File: src/rtl/pipelined_instruction_decoder_pkg.sv
// Shared types for the decode stage: opcode/funct typedefs, immediate kinds and the decoded bundle.
// Fields are sized for the widest XLEN so one bundle type serves both 32- and 64-bit builds.
package pipelined_instruction_decoder_pkg;

  localparam int unsigned XLEN_MAX = 64;

  typedef enum logic [6:0] {
    OPC_LOAD     = 7'b0000011,
    OPC_MISC_MEM = 7'b0001111,
    OPC_OP_IMM   = 7'b0010011,
    OPC_AUIPC    = 7'b0010111,
    OPC_STORE    = 7'b0100011,
    OPC_OP       = 7'b0110011,
    OPC_LUI      = 7'b0110111,
    OPC_BRANCH   = 7'b1100011,
    OPC_JALR     = 7'b1100111,
    OPC_JAL      = 7'b1101111,
    OPC_SYSTEM   = 7'b1110011
  } Opcode_t;

  typedef logic [2:0] Funct3_t;
  typedef logic [6:0] Funct7_t;

  typedef enum logic [2:0] {IMM_R, IMM_I, IMM_S, IMM_B, IMM_U, IMM_J} ImmType_t;

  // opcode is kept raw so an unknown major opcode is still visible downstream
  typedef struct packed {
    logic [XLEN_MAX-1:0] pc;
    logic [4:0]          rs1;
    logic [4:0]          rs2;
    logic [4:0]          rd;
    logic [6:0]          opcode;
    Funct3_t             funct3;
    Funct7_t             funct7;
    logic [XLEN_MAX-1:0] imm;
    ImmType_t            imm_type;
    logic                illegal;
  } DecodedInstr_t;

  localparam int unsigned NUM_RV32I_OPCODES = 11;
  localparam Opcode_t RV32I_OPCODES [NUM_RV32I_OPCODES] = '{
    OPC_LOAD, OPC_MISC_MEM, OPC_OP_IMM, OPC_AUIPC, OPC_STORE, OPC_OP,
    OPC_LUI, OPC_BRANCH, OPC_JALR, OPC_JAL, OPC_SYSTEM
  };

  function automatic logic is_rv32i_opcode(input logic [6:0] op);
    logic hit;
    hit = 1'b0;
    for (int i = 0; i < NUM_RV32I_OPCODES; i++) begin
      if (op == RV32I_OPCODES[i]) hit = 1'b1;
      else                        hit = hit;
    end
    return hit;
  endfunction

  function automatic ImmType_t imm_type_of(input logic [6:0] op);
    ImmType_t t;
    case (op)
      OPC_OP_IMM, OPC_LOAD, OPC_JALR, OPC_SYSTEM, OPC_MISC_MEM: t = IMM_I;
      OPC_STORE:                                              t = IMM_S;
      OPC_BRANCH:                                             t = IMM_B;
      OPC_LUI, OPC_AUIPC:                                     t = IMM_U;
      OPC_JAL:                                                t = IMM_J;
      default:                                                t = IMM_R;
    endcase
    return t;
  endfunction

endpackage

File: src/rtl/pipelined_instruction_decoder_decode_buffer.sv
// DEPTH-entry FIFO of decoded bundles with flush and an occupancy count (0..DEPTH inclusive).
module decode_buffer
  import pipelined_instruction_decoder_pkg::*;
#(
  parameter int unsigned DEPTH = 2
) (
  input  logic                     clock,
  input  logic                     reset,
  input  logic                     flush,
  input  logic                     push,
  input  logic                     pop,
  input  DecodedInstr_t            wdata,
  output DecodedInstr_t            rdata,
  output logic [$clog2(DEPTH):0]   occupancy
);

  localparam int unsigned AW = $clog2(DEPTH);

  logic [AW-1:0]  wr_ptr_r;
  logic [AW-1:0]  rd_ptr_r;
  logic [AW:0]    occ_r;
  DecodedInstr_t  mem_r [DEPTH];

  // storage, pointers and count; reset also clears storage so the head reads as zero
  always_ff @(posedge clock) begin
    if (reset) begin
      wr_ptr_r <= '0;
      rd_ptr_r <= '0;
      occ_r    <= '0;
      for (int i = 0; i < DEPTH; i++) mem_r[i] <= '0;
    end else if (flush) begin
      wr_ptr_r <= '0;
      rd_ptr_r <= '0;
      occ_r    <= '0;
    end else begin
      if (push) begin
        mem_r[wr_ptr_r] <= wdata;
        wr_ptr_r        <= wr_ptr_r + 1'b1;
      end
      if (pop) rd_ptr_r <= rd_ptr_r + 1'b1;
      case ({push, pop})
        2'b10:   occ_r <= occ_r + 1'b1;
        2'b01:   occ_r <= occ_r - 1'b1;
        default: occ_r <= occ_r;
      endcase
    end
  end

  // at full with push+pop the write lands in the slot being read out this cycle
  assign rdata     = mem_r[rd_ptr_r];
  assign occupancy = occ_r;

endmodule

File: src/rtl/pipelined_instruction_decoder.sv
// Registered decode stage between fetch and execute. Optional illegal-opcode detection is
// enabled by defining JZJCOREF_ILLEGAL_INSN_DETECT_EN; otherwise illegal is tied to 0.
module pipelined_instruction_decoder
  import pipelined_instruction_decoder_pkg::*;
#(
  parameter int unsigned XLEN  = 32,
  parameter int unsigned DEPTH = 2
) (
  input  logic                    clock,
  input  logic                    reset,
  input  logic                    flush,
  input  logic                    in_valid,
  output logic                    in_ready,
  input  logic [XLEN-1:0]         in_pc,
  input  logic [31:0]             in_instr,
  output logic                    out_valid,
  input  logic                    out_ready,
  output DecodedInstr_t           out_bundle,
  output logic [$clog2(DEPTH):0]  occupancy
);

  localparam int unsigned AW = $clog2(DEPTH);
  localparam logic [AW:0] DEPTH_C = (AW+1)'(DEPTH);
  localparam logic [XLEN_MAX-1:0] XLEN_MASK =
    (XLEN == 64) ? {XLEN_MAX{1'b1}} : {32'h0000_0000, 32'hFFFF_FFFF};

  DecodedInstr_t        dec_s;
  logic [XLEN_MAX-1:0]  imm_sel_s;
  logic                 push_s;
  logic                 pop_s;

  // immediate selection, sign-extended to 64 then trimmed to XLEN
  always_comb begin
    imm_sel_s = '0;
    case (imm_type_of(in_instr[6:0]))
      IMM_I:   imm_sel_s = {{52{in_instr[31]}}, in_instr[31:20]};
      IMM_S:   imm_sel_s = {{52{in_instr[31]}}, in_instr[31:25], in_instr[11:7]};
      IMM_B:   imm_sel_s = {{51{in_instr[31]}}, in_instr[31], in_instr[7], in_instr[30:25],
                            in_instr[11:8], 1'b0};
      IMM_U:   imm_sel_s = {{32{in_instr[31]}}, in_instr[31:12], 12'h000};
      IMM_J:   imm_sel_s = {{43{in_instr[31]}}, in_instr[31], in_instr[19:12], in_instr[20],
                            in_instr[30:21], 1'b0};
      default: imm_sel_s = '0;
    endcase
    imm_sel_s = imm_sel_s & XLEN_MASK;
  end

  // field decode feeding the buffer write port
  always_comb begin
    dec_s          = '0;
    dec_s.pc       = XLEN_MAX'(in_pc);
    dec_s.rs1      = in_instr[19:15];
    dec_s.rs2      = in_instr[24:20];
    dec_s.rd       = in_instr[11:7];
    dec_s.opcode   = in_instr[6:0];
    dec_s.funct3   = in_instr[14:12];
    dec_s.funct7   = in_instr[31:25];
    dec_s.imm_type = imm_type_of(in_instr[6:0]);
`ifdef JZJCOREF_ILLEGAL_INSN_DETECT_EN
    dec_s.illegal  = !is_rv32i_opcode(in_instr[6:0]) || (in_instr[1:0] != 2'b11);
    if (dec_s.illegal) begin
      dec_s.imm = '0;
      dec_s.rd  = 5'd0;
    end else begin
      dec_s.imm = imm_sel_s;
    end
`else
    dec_s.illegal  = 1'b0;
    dec_s.imm      = imm_sel_s;
`endif
  end

  // flush keeps the stage open so fetch is never blocked by a redirect
  assign in_ready  = flush || (occupancy < DEPTH_C) || out_ready;
  assign out_valid = (occupancy != '0);
  assign push_s    = in_valid && in_ready;
  assign pop_s     = out_valid && out_ready;

  decode_buffer #(.DEPTH(DEPTH)) u_buffer (
    .clock     (clock),
    .reset     (reset),
    .flush     (flush),
    .push      (push_s),
    .pop       (pop_s),
    .wdata     (dec_s),
    .rdata     (out_bundle),
    .occupancy (occupancy)
  );

endmodule
File: config.mk
export PLATFORM = sky130hd
export DESIGN_NAME = pipelined_instruction_decoder
export DESIGN_NICKNAME = d
export VERILOG_FILES = /design/src/rtl/pipelined_instruction_decoder_pkg.sv /design/src/rtl/pipelined_instruction_decoder_decode_buffer.sv /design/src/rtl/pipelined_instruction_decoder.sv
export SDC_FILE = /design/constraint.sdc
export NUM_CORES = 1
export LEC_CHECK = 0
export BUFFER_PORTS_ARGS = -buffer_cell sky130_fd_sc_hd__buf_2
export CAP_MARGIN = 20
export CORE_MARGIN = 5
export CORE_UTILIZATION = 54
export CTS_CLUSTER_SIZE = 30
export DETAILED_ROUTE_END_ITERATION = 10
export PLACE_DENSITY_LB_ADDON = 0.25
export SYNTH_ARGS = -nofsm -noshare
export SYNTH_HDL_FRONTEND = slang
export SYNTH_SLANG_ARGS = --single-unit
export TNS_END_PERCENT = 5
File: constraint.sdc
create_clock -name clock -period 5.45 [get_ports clock]
set_clock_uncertainty 0.2 [all_clocks]
set_input_delay 0.545 -clock clock [delete_from_list [all_inputs] [get_ports clock]]
set_output_delay 0.545 -clock clock [all_outputs]
set_load 0.01 [all_outputs]
## Word level (Yosys, flattened, before mapping)

Memory sizes are Yosys's and may differ from the RTL's. A register that Yosys moved wholly into a read port is not among the register bits.
Index checks and enable logic that the tools add are counted.

| storage, ports and cells | value |
|---|---|
| register bits | 4 |
| bits in writable memories | 198 |
| memories | 1 |

| operators by class | value |
|---|---|
| add/sub/neg operators | 4 |
| $lt $le $gt $ge | 1 |
| eq/ne operators | 17 |
| muxes and demuxes | 14 |
| reduce and logical (&&, ||, !) cells | 10 |

Memories:

| name | words | width | rd ports | clocked after Yosys merged registers in | write ports | line | source |
|---|---|---|---|---|---|---|---|
| u_buffer.mem_r | 2 | 99 | 1 | 1 | 2 | pipelined_instruction_decoder_decode_buffer.sv:22 | `DecodedInstr_t mem_r [DEPTH];` |

Operators by type and width:

| cell | number |
|---|---|
| one-hot mux 32 bit (5 select lines) | 1 |
| two-way mux 99 bit | 1 |
| OR reduction 99 bit | 1 |
| equality test 7 bit, second input constant | 4 |
| one-hot mux 3 bit (5 select lines) | 1 |
| equality test 7 x 5 -> 1 bit, second input constant | 2 |
| equality test 7 x 6 -> 1 bit, second input constant | 2 |
| two-way mux 1 bit | 10 |
| equality test 7 x 2 -> 1 bit, second input constant | 1 |
| equality test 7 x 4 -> 1 bit, second input constant | 1 |
| equality test 3 x 2 -> 1 bit, second input constant | 2 |
| equality test 3 bit, second input constant | 2 |
| OR reduction 5 bit | 1 |
| one-hot mux 2 bit (2 select lines) | 1 |
| nonzero test 2 bit | 2 |
| OR reduction 2 bit | 2 |
| equality test 3 x 1 -> 1 bit, second input constant | 1 |
| adder 1 bit, second input constant | 2 |
| adder 2 x 1 -> 2 bit, second input constant | 1 |
| equality test 2 x 1 -> 1 bit, second input constant | 1 |
| equality test 2 bit, second input constant | 1 |
| logical AND 1 bit | 2 |
| logical OR 1 bit | 2 |
| less-than comparator 2 bit, second input constant | 1 |
| subtractor 2 x 1 -> 2 bit, second input constant | 1 |

## Depth between registers and ports, before layout

| depth | value |
|---|---|
| word-level depth | 10 |
| mapped depth | 7 |
| gate-level depth less buffers | 7 |

## Cells and area by module

From an unflattened synthesis, not the netlist that was laid out.

| second synthesis, totals | value |
|---|---|
| cell total of the unflattened synthesis | 1041 |
| area total of the unflattened synthesis | 15118.2 µm² |

Modules (own cells, without submodules):

| module | times used | cells an instance | area an instance (µm²) | seq. area each (µm²) |
|---|---|---|---|---|
| decode_buffer | 1 | 935 | 14470.1 | 9949.5 |
| pipelined_instruction_decoder | 1 | 106 | 648.1 | 0.0 |

## Worst setup path before layout

Ideal clock, no wire load.

| timing path | value |
|---|---|
| path kind | input to register |
| from | in flush |
| to | mem u_buffer.mem_r[1][0] (netlist bit) (enable) |
| arrival | 3657 ps |
| required time | 4775 ps |
| slack | 1118 ps |
| stages on the path | 5 |
| path through | clkbuf_1 nor2_1 nand4_1 buf_2 nand2b_1 |

RTL lines:

| element | line | source |
|---|---|---|
| start, declared | pipelined_instruction_decoder.sv:11 | `input logic flush,` |
| end, declared | pipelined_instruction_decoder_decode_buffer.sv:22 |  |

==> flow_results.org <==
** Clock network
- Hold_buf cts :: 0
- Clk sinks :: 203
- Clk root buf :: sky130_fd_sc_hd__clkbuf_16
- Cells resized by post-CTS repair :: 0
- Buffers added to address setup during post-CTS repair amount to 0.
- After clock tree synthesis, the clock-pin slew on the worst setup and hold paths is 60 ps.
- CTS built an H-tree with a depth of 1.
- CTS tree :: done
- The clock passes through at most 3 buffers.
- Counting the buffers created by CTS gives 22.
- Clock latency reported for the late side of the worst-skew pair :: 490 ps

** Worst setup path
- STA puts the critical path data arrival time at 2600 ps.
- Critical Path RT :: 4700 ps
- STA classifies the critical path endpoint as an output pin.
- Path type of the worst setup path :: flip-flop to output pin
- In this design, the stage delay of the slowest critical-path cell is 730 ps.
- Kind of cell adding the most delay to the critical path :: buffers and inverters
- Crit-path slowest cell :: sky130_fd_sc_hd__buf_4
- The signal on the critical path passes through buf_4 > mux2_2 > buf_2.
- The number of buffers and inverters on the critical path is 2.
- For flop-to-flop paths, the worst setup slack is 2740 ps.
- STA classifies the critical path startpoint as a flip-flop.
- CP Max Fanout :: 59

** Placed design
- Once placement finished, the instance area stood at 0.0105 sq mm.
- At the end of routability-driven placement, the weighted congestion stood at 0.825.
- The HPWL after detailed placement is 13800 microns.
- Before CTS, the worst setup slack after placement is 2290 ps.
- Buffers added on ports :: 171

** Power and ir drop
- Total power density per cell area :: 320 mW/mm^2
- In this run the static leakage power is 4.77 nW.
- Maximum VDD drop :: 0.302 mV

** Floorplan
- The initialized floorplan defines 48 standard-cell rows.
- 237 I/O pins were placed.
- After floorplanning, the core was sized to cover 0.0174 sq mm.
- Effective utilization at floorplan :: 55.4%
- In this run the horizontal extent of the chip is 144 microns.
- The die is 144 microns tall.
- Die outline area :: 0.0206 sq mm

** Synth
- The commonest cells after synthesis are sky130_fd_sc_hd__edfxtp_1 (198), sky130_fd_sc_hd__and2_1 (122), sky130_fd_sc_hd__mux2_2 (99), sky130_fd_sc_hd__buf_4 (67), sky130_fd_sc_hd__nor2_1 (36).
- Post-Syn Area :: 0.00965 sq mm
- EDFF count, synth :: 198
- Instance count of the mapped netlist :: 689
- Averaged over all synthesized cells, the footprint is 14.0 sq um.
- Synth unique cells :: 51
- Dominant synthesized flop cell :: sky130_fd_sc_hd__edfxtp_1
- Synthesis inferred 203 register bits.
- Share of synthesized registers carrying an async set or reset :: 0%
- In the post-synthesis netlist, the cell with the most instances is sky130_fd_sc_hd__edfxtp_1.
- Sequential share of the synthesized area :: 62.6%
- Ranked by total cell area, the synthesized netlist is headed by sky130_fd_sc_hd__edfxtp_1 (62%), sky130_fd_sc_hd__mux2_2 (12%), sky130_fd_sc_hd__and2_1 (7.9%).
- Yosys printed 0 warnings.
- Most area-hungry cell type in the Yosys netlist :: sky130_fd_sc_hd__edfxtp_1
- In this run the biggest area consumer among cell types represents 61.6% of the synthesized area.

** Status
- The flow ran to the end, and the final reports show no timing, DRC or antenna violations.

** Layout
- Multi-input gate area :: 0.00319 sq mm
- The post-route netlist has 37.6% of its cells at a drive strength greater than 1.
- Sequential cell area in the final layout :: 0.00605 sq mm
- Compared with the post-synthesis result, the final layout area differs by 16.4%.
- Once layout is complete, the utilization of the core stands at 64.5%.
- Filler cell count in the final layout :: 1375
- Number of nets in the layout :: 921
- After routing the design area is 0.0112 sq mm.

** Flow run
- Across the run, the number of max-cap violations was 0.

** Timing
- The number of hold violations in the final report was 0.
- Least-Margin Pin Slew :: 1020 ps
- Setup repair after global routing left no endpoint under its margin.
- The count of final max-slew check failures is 0.
- Sum Neg Setup Slack :: 0 ps
- Fmax :: 0.299 GHz
- Final Worst Setup Slack :: 2100 ps
- In the finished design, the share of the clock period the worst path needs comes to 61.4%.
- Endpoints failing setup :: 0
- Fin crit period :: 3350 ps
- Measured against its own limit, the worst slew margin works out to 31.7%.

** Routing
- DRC violations left :: 0
- Across all layers, the routed design uses 5784 vias.
- Routed len/inst :: 18.9 microns
- After the first detailed-routing iteration, the DRC count stood at 251.
- Vias per inst :: 5.29
- Detailed-routing iteration count for the pre-antenna-repair pass :: 5
- The detail route stage leaves a number of antenna-violating nets equal to 0.
- Routed Wire Length :: 20700 microns

** GRT
- The first global-routing pass estimated 31500 microns of wire.
- Global router's overall resource usage :: 19.4%
- Entering global routing, the biggest net connects 79 pins.
- The number of antenna violations at the first check in global routing was 1.
- Total congestion overflow after global routing :: 0
- Via count of the first global-routing pass :: 5872

** Worst hold path
- Kind of path behind the tightest hold check :: input pin to flip-flop
==> worst register-to-register path: stages (launching register included) <==
cell and delay [ps]:
sky130_fd_sc_hd__dfxtp_1 340, sky130_fd_sc_hd__nand2b_1 160, sky130_fd_sc_hd__nand4_1 120, sky130_fd_sc_hd__buf_4 240, sky130_fd_sc_hd__nand2b_4 760, sky130_fd_sc_hd__buf_4 530
==> final cells by class <==
class / instances / area share (%)
sequential: 203 / 53.8
tap: 225 / 2.51
multi-input combinational: 440 / 28.4
antenna: 2 / 0.0445
clock buffer: 26 / 5.22
inverter: 5 / 0.167
clock inverter: 14 / 1.25
timing repair buffer: 179 / 8.62
==> final timing paths <==
| kind | from | cells after the start | endpoint |
|---|---|---|---|
| hold / removal | flush | 2 | flip-flop |
| setup reg to reg | u_buffer.occupancy[1] | 5 | u_buffer.mem_r[0][81] |
| hold reg to reg | u_buffer.rd_ptr_r | 2 | flip-flop |
| setup / recovery | flip-flop | 3 | out_bundle[90] |
==> state kept, by name, indices dropped and copies added, names as in the netlist, named ones only <==
name	flops
u_buffer.occupancy	2
u_buffer.mem_r	198
u_buffer.wr_ptr_r	1
u_buffer.rd_ptr_r	1
==> power breakdown <==
group	leakage (nW)	switching (mW)	internal, mW
combinational	2.31	0.188	0.118
sequential	2.11	0.0208	1.79
clock	0.355	0.575	0.908
total	4.77	0.783	2.81
==> cell usage in the layout (no fill, tap or decap), types with 3 or more instances in the layout <==
cell | synthesis | layout
sky130_fd_sc_hd__clkbuf_16 | 0 | 23
sky130_fd_sc_hd__buf_2 | 13 | 171
sky130_fd_sc_hd__bufinv_16 | 0 | 3
sky130_fd_sc_hd__inv_1 | 5 | 5
sky130_fd_sc_hd__xnor2_1 | 5 | 5
sky130_fd_sc_hd__and3_1 | 12 | 12
sky130_fd_sc_hd__clkbuf_1 | 24 | 3
sky130_fd_sc_hd__clkinv_1 | 0 | 6
sky130_fd_sc_hd__a221oi_1 | 8 | 8
sky130_fd_sc_hd__nor2b_1 | 3 | 3
sky130_fd_sc_hd__nor3_1 | 9 | 9
sky130_fd_sc_hd__buf_4 | 67 | 5
sky130_fd_sc_hd__nand2_1 | 3 | 3
sky130_fd_sc_hd__and2_1 | 122 | 122
sky130_fd_sc_hd__nand3_1 | 5 | 5
sky130_fd_sc_hd__clkinv_2 | 0 | 4
sky130_fd_sc_hd__nor2_1 | 36 | 34
sky130_fd_sc_hd__dfxtp_1 | 5 | 4
sky130_fd_sc_hd__conb_1 | 1 | 65
sky130_fd_sc_hd__edfxtp_1 | 198 | 198
sky130_fd_sc_hd__a21o_1 | 23 | 23
sky130_fd_sc_hd__mux2_2 | 99 | 99
sky130_fd_sc_hd__a32o_1 | 6 | 6
==> cell families after synthesis <==
family,after synthesis,share of synthesized area (%)
and+or+nand+nor,211,12.8
adders and majority gates,1,0.130
xor gates and xnor gates,6,0.545
AOI/OAI and AO/OA,58,5.15
other,1,0.0389
buffers and inverters,110,7.13
muxes,99,11.6
DFF,203,62.6
==> through the flow <==
stage	hold slack, ps	power [mW]	instances
after global routing	114	3.73	1093
after floorplan	320	2.05	753
after CTS	99.0	3.63	1091
after detailed placement	329	2.15	1051
final	109	3.60	1094
after global placement	333	2.13	1049
==> routing by layer <==
metal	vias to the layer above	global-route usage, %	routed length (microns)
met5	-	0	0
met4	0	3.87	317
met3	28	3.86	1620
met2	249	32.9	10200
met1	2806	26.4	8550
li1	2701	-	-
No activity file was read; power rests on OpenSTA's default activity.
